$ cat src/rtl/evu_trace_unit.sv
// Event trace unit: NUM_CH configurable channels select and qualify core event
// lines. Same-cycle hits are coalesced into one timestamped packet, buffered in
// a show-ahead FIFO and drained to the trace sink over valid/ready.
module evu_trace_unit #(
  parameter int NUM_CH     = 4,
  parameter int NUM_EVENTS = 16,
  parameter int ASID_W     = 16,
  parameter int FIFO_DEPTH = 8,
  parameter int TS_W       = 32,
  localparam int SEL_W     = $clog2(NUM_EVENTS),
  localparam int LVL_W     = $clog2(FIFO_DEPTH) + 1
) (
  input  logic                  clk_i,
  input  logic                  rst_ni,
  input  logic                  clear_i,
  input  logic [NUM_EVENTS-1:0] event_i,
  input  logic [1:0]            priv_lvl_i,
  input  logic [ASID_W-1:0]     asid_i,
  input  logic                  cfg_we_i,
  input  logic [3:0]            cfg_ch_i,
  input  logic [31:0]           cfg_wdata_i,
  output logic [31:0]           cfg_rdata_o,
  output logic                  pkt_valid_o,
  input  logic                  pkt_ready_i,
  output logic [NUM_CH-1:0]     pkt_ch_mask_o,
  output logic [1:0]            pkt_priv_o,
  output logic [ASID_W-1:0]     pkt_asid_o,
  output logic [TS_W-1:0]       pkt_ts_o,
  output logic                  pkt_ovf_o,
  output logic [15:0]           drop_cnt_o,
  output logic [LVL_W-1:0]      fifo_level_o
);

  localparam int PTR_W = $clog2(FIFO_DEPTH);

  typedef struct packed {
    logic [NUM_CH-1:0] mask;
    logic [1:0]        priv;
    logic [ASID_W-1:0] asid;
    logic [TS_W-1:0]   ts;
    logic              ovf;
  } pkt_t;

  // Privilege qualifier: U/S/M allow bits, reserved level never qualifies.
  function automatic logic priv_ok(input logic [2:0] allow, input logic [1:0] priv);
    case (priv)
      2'b00:   return allow[0];
      2'b01:   return allow[1];
      2'b11:   return allow[2];
      default: return 1'b0;
    endcase
  endfunction

  // Drop counter increment that sticks at all-ones.
  function automatic logic [15:0] sat_inc(input logic [15:0] v);
    return (v == 16'hFFFF) ? v : v + 16'd1;
  endfunction

  logic [SEL_W-1:0]  cfg_sel     [NUM_CH];
  logic              cfg_en      [NUM_CH];
  logic [2:0]        cfg_allow   [NUM_CH];
  logic              cfg_asid_en [NUM_CH];
  logic [ASID_W-1:0] cfg_asid    [NUM_CH];

  logic [NUM_CH-1:0] hit_p0;
  logic              push_req_p0;
  logic              do_push, do_pop, do_drop, full;

  pkt_t              fifo_mem_p1 [FIFO_DEPTH];
  pkt_t              head_p1;
  logic [PTR_W-1:0]  wr_ptr, rd_ptr;
  logic [LVL_W-1:0]  level;
  logic [TS_W-1:0]   ts_q;
  logic [15:0]       drop_cnt;
  logic              ovf_pending;

  // Channel configuration registers; out-of-range channel writes match nothing.
  always_ff @(posedge clk_i or negedge rst_ni) begin
    if (!rst_ni) begin
      for (int c = 0; c < NUM_CH; c++) begin
        cfg_sel[c]     <= '0;
        cfg_en[c]      <= 1'b0;
        cfg_allow[c]   <= '0;
        cfg_asid_en[c] <= 1'b0;
        cfg_asid[c]    <= '0;
      end
    end else if (cfg_we_i) begin
      for (int c = 0; c < NUM_CH; c++) begin
        if (cfg_ch_i == 4'(c)) begin
          cfg_sel[c]     <= cfg_wdata_i[SEL_W-1:0];
          cfg_en[c]      <= cfg_wdata_i[8];
          cfg_allow[c]   <= cfg_wdata_i[11:9];
          cfg_asid_en[c] <= cfg_wdata_i[12];
          cfg_asid[c]    <= cfg_wdata_i[16 +: ASID_W];
        end
      end
    end
  end

  // Combinational config read-back; unused bits and invalid channels read 0.
  always_comb begin
    cfg_rdata_o = '0;
    for (int c = 0; c < NUM_CH; c++) begin
      if (cfg_ch_i == 4'(c)) begin
        cfg_rdata_o[SEL_W-1:0]     = cfg_sel[c];
        cfg_rdata_o[8]             = cfg_en[c];
        cfg_rdata_o[11:9]          = cfg_allow[c];
        cfg_rdata_o[12]            = cfg_asid_en[c];
        cfg_rdata_o[16 +: ASID_W]  = cfg_asid[c];
      end
    end
  end

  // Stage p0: per-channel hit qualification in the event cycle.
  always_comb begin
    hit_p0 = '0;
    for (int c = 0; c < NUM_CH; c++) begin
      hit_p0[c] = cfg_en[c]
                & (int'(cfg_sel[c]) < NUM_EVENTS)
                & event_i[cfg_sel[c]]
                & priv_ok(cfg_allow[c], priv_lvl_i)
                & (~cfg_asid_en[c] | (asid_i == cfg_asid[c]));
    end
  end

  assign full        = (level == LVL_W'(FIFO_DEPTH));
  assign pkt_valid_o = (level != '0);
  assign push_req_p0 = (|hit_p0) & ~clear_i;
  assign do_pop      = pkt_valid_o & pkt_ready_i;
  assign do_push     = push_req_p0 & (~full | do_pop);
  assign do_drop     = push_req_p0 & full & ~do_pop;

  // FIFO pointers and occupancy; clear flushes, reset empties immediately.
  always_ff @(posedge clk_i or negedge rst_ni) begin
    if (!rst_ni) begin
      wr_ptr <= '0;
      rd_ptr <= '0;
      level  <= '0;
    end else if (clear_i) begin
      wr_ptr <= '0;
      rd_ptr <= '0;
      level  <= '0;
    end else begin
      if (do_push) wr_ptr <= wr_ptr + PTR_W'(1);
      if (do_pop)  rd_ptr <= rd_ptr + PTR_W'(1);
      level <= level + LVL_W'(do_push) - LVL_W'(do_pop);
    end
  end

  // Stage p1: packet storage, written only on an accepted push.
  always_ff @(posedge clk_i) begin
    if (do_push) begin
      fifo_mem_p1[wr_ptr] <= '{mask: hit_p0, priv: priv_lvl_i, asid: asid_i,
                               ts: ts_q, ovf: ovf_pending};
    end
  end

  // Free-running timestamp, drop counter and pending-overflow flag.
  always_ff @(posedge clk_i or negedge rst_ni) begin
    if (!rst_ni) begin
      ts_q        <= '0;
      drop_cnt    <= '0;
      ovf_pending <= 1'b0;
    end else if (clear_i) begin
      ts_q        <= '0;
      drop_cnt    <= '0;
      ovf_pending <= 1'b0;
    end else begin
      ts_q <= ts_q + TS_W'(1);
      if (do_drop) begin
        drop_cnt    <= sat_inc(drop_cnt);
        ovf_pending <= 1'b1;
      end else if (do_push) begin
        ovf_pending <= 1'b0;
      end
    end
  end

  assign head_p1       = fifo_mem_p1[rd_ptr];
  assign pkt_ch_mask_o = pkt_valid_o ? head_p1.mask : '0;
  assign pkt_priv_o    = pkt_valid_o ? head_p1.priv : '0;
  assign pkt_asid_o    = pkt_valid_o ? head_p1.asid : '0;
  assign pkt_ts_o      = pkt_valid_o ? head_p1.ts   : '0;
  assign pkt_ovf_o     = pkt_valid_o ? head_p1.ovf  : 1'b0;
  assign drop_cnt_o    = drop_cnt;
  assign fifo_level_o  = level;

endmodule

$ cat config.mk
export PLATFORM = sky130hd
export DESIGN_NAME = evu_trace_unit
export DESIGN_NICKNAME = d
export VERILOG_FILES = /design/src/rtl/evu_trace_unit.sv
export SDC_FILE = /design/constraint.sdc
export NUM_CORES = 1
export LEC_CHECK = 0
export ABC_AREA = 1
export ABC_CLOCK_PERIOD_IN_PS = 6090
export CAP_MARGIN = 20
export CORE_MARGIN = 2
export CORE_UTILIZATION = 61
export CTS_BUF_LIST = sky130_fd_sc_hd__clkbuf_2 sky130_fd_sc_hd__clkbuf_4 sky130_fd_sc_hd__clkbuf_8
export CTS_CLUSTER_DIAMETER = 50
export DETAILED_ROUTE_END_ITERATION = 6
export PLACE_DENSITY = 0.82
export SYNTH_ARGS = -nofsm -noshare
export SYNTH_HDL_FRONTEND = slang
export SYNTH_SLANG_ARGS = --single-unit
$ cat constraint.sdc
create_clock -name clk_i -period 6.09 [get_ports clk_i]
set_input_delay 0.9135 -clock clk_i [delete_from_list [all_inputs] [get_ports clk_i]]
set_output_delay 0.9135 -clock clk_i [all_outputs]
set_load 0.05 [all_outputs]
==> key figures, run 1 <==
Worst setup path
  • Critical path type: reg -> out
  • Worst r2r src: fifo_level_o[2]
  • FF-to-FF End: fifo_mem_p1[1][46]
  • Startpoint Class: register
  • Worst path arrival time: 4.29 ns
  • CP Max Fanout: between 60 and 70
  • Reg2Reg Setup Slack: 1.96 ns
  • CP Capture Type: output port
  • Worst Reg2Reg Path Length in Cells: 10
  • CP required: between 5 and 6 ns

Timing
  • RSZ-0062 raised after global routing: no
  • Post-route clock skew: around 0.031 ns
  • Final worst path period share: 85.5%
  • Tmin final: between 5 and 6 ns
  • Final worst setup slack: slightly below 0.9 ns
  • Final Max Slew Viols: 0
  • # setup viols final: 0
  • Slew margin rel.: around 28%
  • Max Fclk: a little under 200 MHz
  • Setup TNS: 0 ns
  • Worst-margin pin slew: between 1 and 1.5 ns
  • Fin. Hold Viols: 0

Placement
  • Placement Setup Slack: between 1 and 1.5 ns
  • RePlAce Congestion: slightly above 0.9
  • Post-DP HPWL: about 38000 µm
  • Port bufs: between 150 and 200

Clock network
  • CTS Buf Count: 94
  • Clock Latency Late Sink: ~0.68 ns
  • Clock Path Buffers: 3
  • Post-CTS Setup Inserts: 0
  • CTS tree: done
  • H-tree depth: 3
  • Cts repair resizes: 0
  • Sink Count: approximately 600
  • # hold bufs at CTS: 0
  • CTS clk-pin slew, worst paths: around 0.060 ns
  • Root buf cell: clkbuf_8

Finish
  • Area grow syn2layout: 16.1%
  • Share of cells above drive strength 1: under 10%
  • Most frequent cells in the layout: nand2_1, nor2_1, edfxtp_1, o21ai_0, inv_1
  • Number of fill cells: 2902
  • Final #Nets: 2896
  • Commonest non-fill, non-tap cell in the layout: nand2_1

Global routing
  • Met3 GRT Util: around 5.1%
  • Vias in the first global route: between 15000 and 20000
  • Total global-route track usage: 29.9%
  • Largest net degree at the start of global routing: 145
  • Total grt overflow: 0
  • M2 GR Usage: 49.8%
  • Gr busiest metal: met2
  • Global-route wire length before repair: between 100000 and 150000 µm
  • Met1 usage: 38.3%
  • Initial antenna violation count: 3

Synth
  • Cells after synthesis: ~2600
  • Synth Register Bits: 599
  • Synthesized cell area: around 26000 µm²
  • Synthesis Warnings: 0
  • Syn avg cell area: around 10 µm²
  • Seq/Total Area, Yosys: roughly two thirds
  • Synth cell types: 37

Die
  • Die X: ~210 µm
  • Die Height: between 200 and 250 µm
  • Core footprint: 42900 µm²
  • Row count: 76
  • Starting Density: approximately 62%
  • Full die area: between 40000 and 50000 µm²
  • Top Ports: between 150 and 200

Power
  • Max VDD drop: 0.242 mV
  • Comb pwr share: a little under a third
  • Switching part of the total: between 30% and 40%
  • Pint: 7.59 mW
  • Pleak: 11.9 nW
  • Power Density: 389 nW/µm²
  • Clock Power Share: between 20 and 30%
  • Psw: 4.36 mW
  • Seq pwr share: roughly 40%

Detailed routing
  • Pre-Repair DR Iteration Count: 6
  • DRC: 0
  • Post-route ant nets: 0
  • WL final: approximately 66000 µm
  • Vias per std cell: about 5.8
  • Routed vias: roughly 20000
  • Wire per inst: 19.0 µm
  • Initial DRC Count: 2047

Flow run
  • MaxCap Viol Count: 0

Min path
  • Worst min path class: in -> async

Outcome
  • Run status: complete, no violations
==> sequential cells by signal, summed over array words and instances (netlist names), 12 cells and up <==
register and count:
cfg_asid 64, drop_cnt_o 16, ts_q 32, cfg_allow 12
cfg_sel 16, fifo_mem_p1 440
==> cell type report <==
type	instances	area (µm²)	area share [%]
Sequential cell	599	17200	56.1
Clock inverter	45	340	1.11
Multi-Input combinational cell	1724	8020	26.1
Clock buffer	131	1600	5.22
Tap cell	585	732	2.39
Timing Repair Buffer	203	2070	6.76
Antenna cell	1	2.50	0.00816
Inverter	189	717	2.34
==> kinds of logic (layout without fill, tap and decap cells) <==
kind of cell,after synthesis,in the layout,synth area share [%]
flops,599,599,65.0
fa+ha+maj,10,10,0.502
simple gates,1088,1088,16.5
xor+xnor,29,29,0.961
buf+inv,329,568,4.94
compound gates,590,590,12.1
other cells,1,8,0.0142
==> synthesized netlist by cell type, drive strengths merged <==
library cell,instances,share of area (%)
a211oi,3,0.085
a21oi,33,0.62
a221o,4,0.15
a31oi,60,1.4
buf,40,0.84
clkbuf,100,1.4
conb,1,0.014
dfrtp,159,15
edfxtp,440,50
fa,1,0.076
ha,9,0.43
inv,189,2.7
nand2,490,7.0
nand3,105,2.0
nand4,18,0.48
nor2,452,6.4
nor3,17,0.42
nor3b,1,0.028
nor4,4,0.095
o2111ai,1,0.033
o211ai,7,0.20
o21a,3,0.085
o21ai,404,7.7
o21bai,1,0.071
o22ai,74,1.8
or3,1,0.024
xnor2,7,0.23
xor2,22,0.73
==> power by group through the flow <==
| stage | Sequential [mW] | Combinational (mW) | Clock [mW] |
|---|---|---|---|
| 2_1_floorplan | 4.80 | 2.49 | 0 |
| 3_3_place_gp | 4.86 | 3.54 | 0 |
| 3_5_place_dp | 4.87 | 3.63 | 0 |
| 4_1_cts | 4.79 | 3.65 | 3.53 |
| 5_1_grt | 4.82 | 3.95 | 3.70 |
| 6_report | 4.80 | 3.66 | 3.49 |
==> layer usage <==
metal | vias up | routed length (µm)
li1 | 9428 | -
met1 | 9713 | 26000
met2 | 942 | 32400
met3 | 172 | 5610
met4 | 4 | 2190
met5 | - | 25
==> how the worst max path moves through the flow <==
stage	startpoint	end	depth (start not counted)
2_1_floorplan	priv_lvl_i[0]	fifo_mem_p1[0][0]	12
3_3_place_gp	asid_i[13]	fifo_mem_p1[1][46]	16
3_5_place_dp	asid_i[13]	fifo_mem_p1[1][46]	16
4_1_cts	rd_ptr[1]	pkt_asid_o[15]	7
5_1_grt	rd_ptr[1]	pkt_ts_o[28]	7
6_report	rd_ptr[1]	pkt_asid_o[15]	7
==> metrics by stage <==
stage	cell area [µm²]	hold WS [ns]	util [%]	power, mW	instances
2_1_floorplan	26500	0.474	-	7.28	2652
3_3_place_gp	28700	0.490	66.9	8.40	3299
4_1_cts	30700	0.404	71.5	12.0	3475
6_report	30700	0.0666	71.5	11.9	3477
5_1_grt	30700	0.0438	71.5	12.5	3477
3_5_place_dp	28700	0.500	66.9	8.50	3299
==> worst max-delay path, stage by stage (launching register included) <==
cell and delay [ns]:
dfrtp_4 0.76, clkinv_2 0.30, buf_4 0.64, o21ai_0 0.23
o22ai_1 0.20, o21ai_0 0.10, a31oi_1 0.47, clkdlybuf4s50_1 0.90
No activity file was read; power rests on OpenSTA's default activity.
==> run 2: changes to the inputs <==
--- a/config.mk
+++ b/config.mk
@@ -9,3 +9,2 @@
 export ABC_CLOCK_PERIOD_IN_PS = 6090
-export CAP_MARGIN = 20
 export CORE_MARGIN = 2
==> constraint.sdc (replaced) <==
create_clock -name clk_i -period 6.09 [get_ports clk_i]
set_input_delay 0.609 -clock clk_i [delete_from_list [all_inputs] [get_ports clk_i]]
set_output_delay 0.609 -clock clk_i [all_outputs]
set_load 0.05 [all_outputs]
==> run 2 against run 1 <==
Fmax is 6.4% higher. Sequential share of layout area increased by 0.15 points. Clock skew grew 0.0033 ns. Critical path type unchanged. Highest routed layer unchanged.
==> key figures, run 2 (synthesis gave the netlist of run 1 again) <==
Die
  • Starting Density: 61.6%
  • Row count: 76
  • Die X: approximately 210 µm
  • Die Height: between 200 and 250 µm
  • Full die area: 45000 µm²
  • Core footprint: 42900 µm²
  • Top Ports: ~180

Finish
  • Final #Nets: around 2900
  • Commonest non-fill, non-tap cell in the layout: nand2_1
  • Non-Filler Cell Area, Final: between 30000 and 40000 µm²
  • Share of cells above drive strength 1: under 10%
  • Most frequent cells in the layout: nand2_1, nor2_1, edfxtp_1, o21ai_0, inv_1
  • Multi-input gate area: ~8000 µm²
  • Area grow syn2layout: 15.8%
  • Post-Layout Cell Count: 3473
  • Utilization after layout: between 70% and 80%
  • Largest regs: fifo_mem_p1 x440, cfg_asid x64, ts_q x32
  • Max reg flops: 440
  • Number of fill cells: between 2000 and 3000
  • Top reg by flops: fifo_mem_p1
  • Area taken by flip-flops and latches: 17200 µm²

Detailed routing
  • Initial DRC Count: ~2100
  • Pre-Repair DR Iteration Count: 7
  • Post-route ant nets: 0
  • Vias per std cell: between 5 and 6
  • DRC: 0
  • WL final: roughly 66000 µm
  • Wire per inst: 19.1 µm
  • Routed vias: roughly 20000

Flow run
  • MaxCap Viol Count: 0

Clock network
  • CTS tree: done
  • Cts repair resizes: 0
  • CTS clk-pin slew, worst paths: roughly 0.060 ns
  • Sink Count: approximately 600
  • Post-CTS Setup Inserts: 0
  • Clock Latency Late Sink: 0.67 ns
  • CTS Buf Count: between 90 and 100
  • # hold bufs at CTS: 0
  • Root buf cell: clkbuf_8
  • Clock Path Buffers: 3
  • H-tree depth: 3

Worst setup path
  • Max incr delay on CP: about 0.90 ns
  • Startpoint Class: register
  • CP Cell Sequence: clkinv_2 > buf_4 > nor2_1 > o21ai_0 > a31oi_1 > clkdlybuf4s50_1
  • CP max stage cell: clkinv_2
  • Critical path's top delay family: buffers and inverters
  • CP Capture Type: output port
  • CP required: between 5 and 6 ns
  • Worst path arrival time: 4.28 ns
  • Buf/Inv on CP: 3
  • CP Max Fanout: just over 60
  • Critical path type: reg -> out

Global routing
  • Largest net degree at the start of global routing: between 150 and 200
  • M2 GR Usage: between 50% and 60%
  • Met3 GRT Util: 5.86%
  • Met1 usage: approximately 37%
  • Total grt overflow: 0
  • Vias in the first global route: slightly above 20000
  • Initial antenna violation count: 3
  • Total global-route track usage: between 20 and 30%
  • Gr busiest metal: met2
  • Global-route wire length before repair: 104000 µm

Timing
  • Max Fclk: slightly above 200 MHz
  • Post-route clock skew: roughly 0.035 ns
  • Setup TNS: 0 ns
  • Final worst path period share: between 80% and 90%
  • Tmin final: 4.89 ns
  • Final Max Slew Viols: 0
  • Fin. Hold Viols: 0
  • WHS: about 0.047 ns
  • Worst-margin pin slew: 1.05 ns
  • RSZ-0062 raised after global routing: no
  • Slew margin rel.: around 30%
  • # setup viols final: 0

Placement
  • Cell Count Post-Placement: approximately 3300
  • Post-DP HPWL: between 30000 and 40000 µm
  • Area after DPL: 28700 µm²
  • RePlAce Congestion: between 0.9 and 1
  • Port bufs: about 170

Power
  • Pleak: ~12 nW
  • Max VDD drop: 0.276 mV
  • Power Density: slightly below 400 nW/µm²

Outcome
  • Run status: complete, no violations

Min path
  • Worst min path class: in -> async
## run 2: metal layers
layer  wire length, µm  vias to the layer above
met5                12                        -
met4              2160                        2
met3              5950                      153
met2             32500                      989
met1             25500                     9711
li1                  -                     9412
## run 2: where the power goes
part | total, mW | switching (mW) | internal, mW
registers | 4.79 | 0.240 | 4.55
logic | 3.65 | 2.54 | 1.11
clock network | 3.47 | 1.57 | 1.89
total | 11.9 | 4.35 | 7.56
## run 2: area by class of cell
class	instances	share of cell area, %
inverters	189	2.34
multi-input cells	1724	26.2
clock buffers	136	5.44
diodes	1	0.00818
clock inverters	39	0.900
well taps	585	2.39
flip-flops and latches	599	56.2
repair buffers	200	6.51
## run 2: path summary, 6_finish.rpt
check	endpoint	startpoint	depth (start not counted)	slack, ns
worst max-delay path	pkt_ts_o[13]	rd_ptr[1]	6	1.20
worst min-delay path	drop_cnt_o[9]	rst_ni	1	0.05
worst max register to register	fifo_mem_p1[6][20]	cfg_sel[4]	13	2.40
worst min register to register	cfg_asid[12]	cfg_asid[12]	2	0.51
max in group asynchronous	rd_ptr[1]	rst_ni	2	4.61
min in group clk_i	ts_q[13]	clear_i	5	0.48
## run 2: metrics by stage
step | total power [mW] | setup slack (ns)
after CTS | 11.9 | 1.17
after global placement | 8.38 | 1.47
after global routing | 12.4 | 1.03
after detailed placement | 8.50 | 1.32
final | 11.9 | 1.20
after floorplan | 7.28 | 1.53
## run 2: worst reg2reg max path: cells and delay by family (launching register included)
| family | cells | cell delay, ns |
|---|---|---|
| flip-flops | 1 | 0.62 |
| AND/OR/NAND/NOR | 10 | 2.04 |
| AO/OA/AOI/OAI | 1 | 0.12 |
| buffers and inverters | 2 | 0.56 |
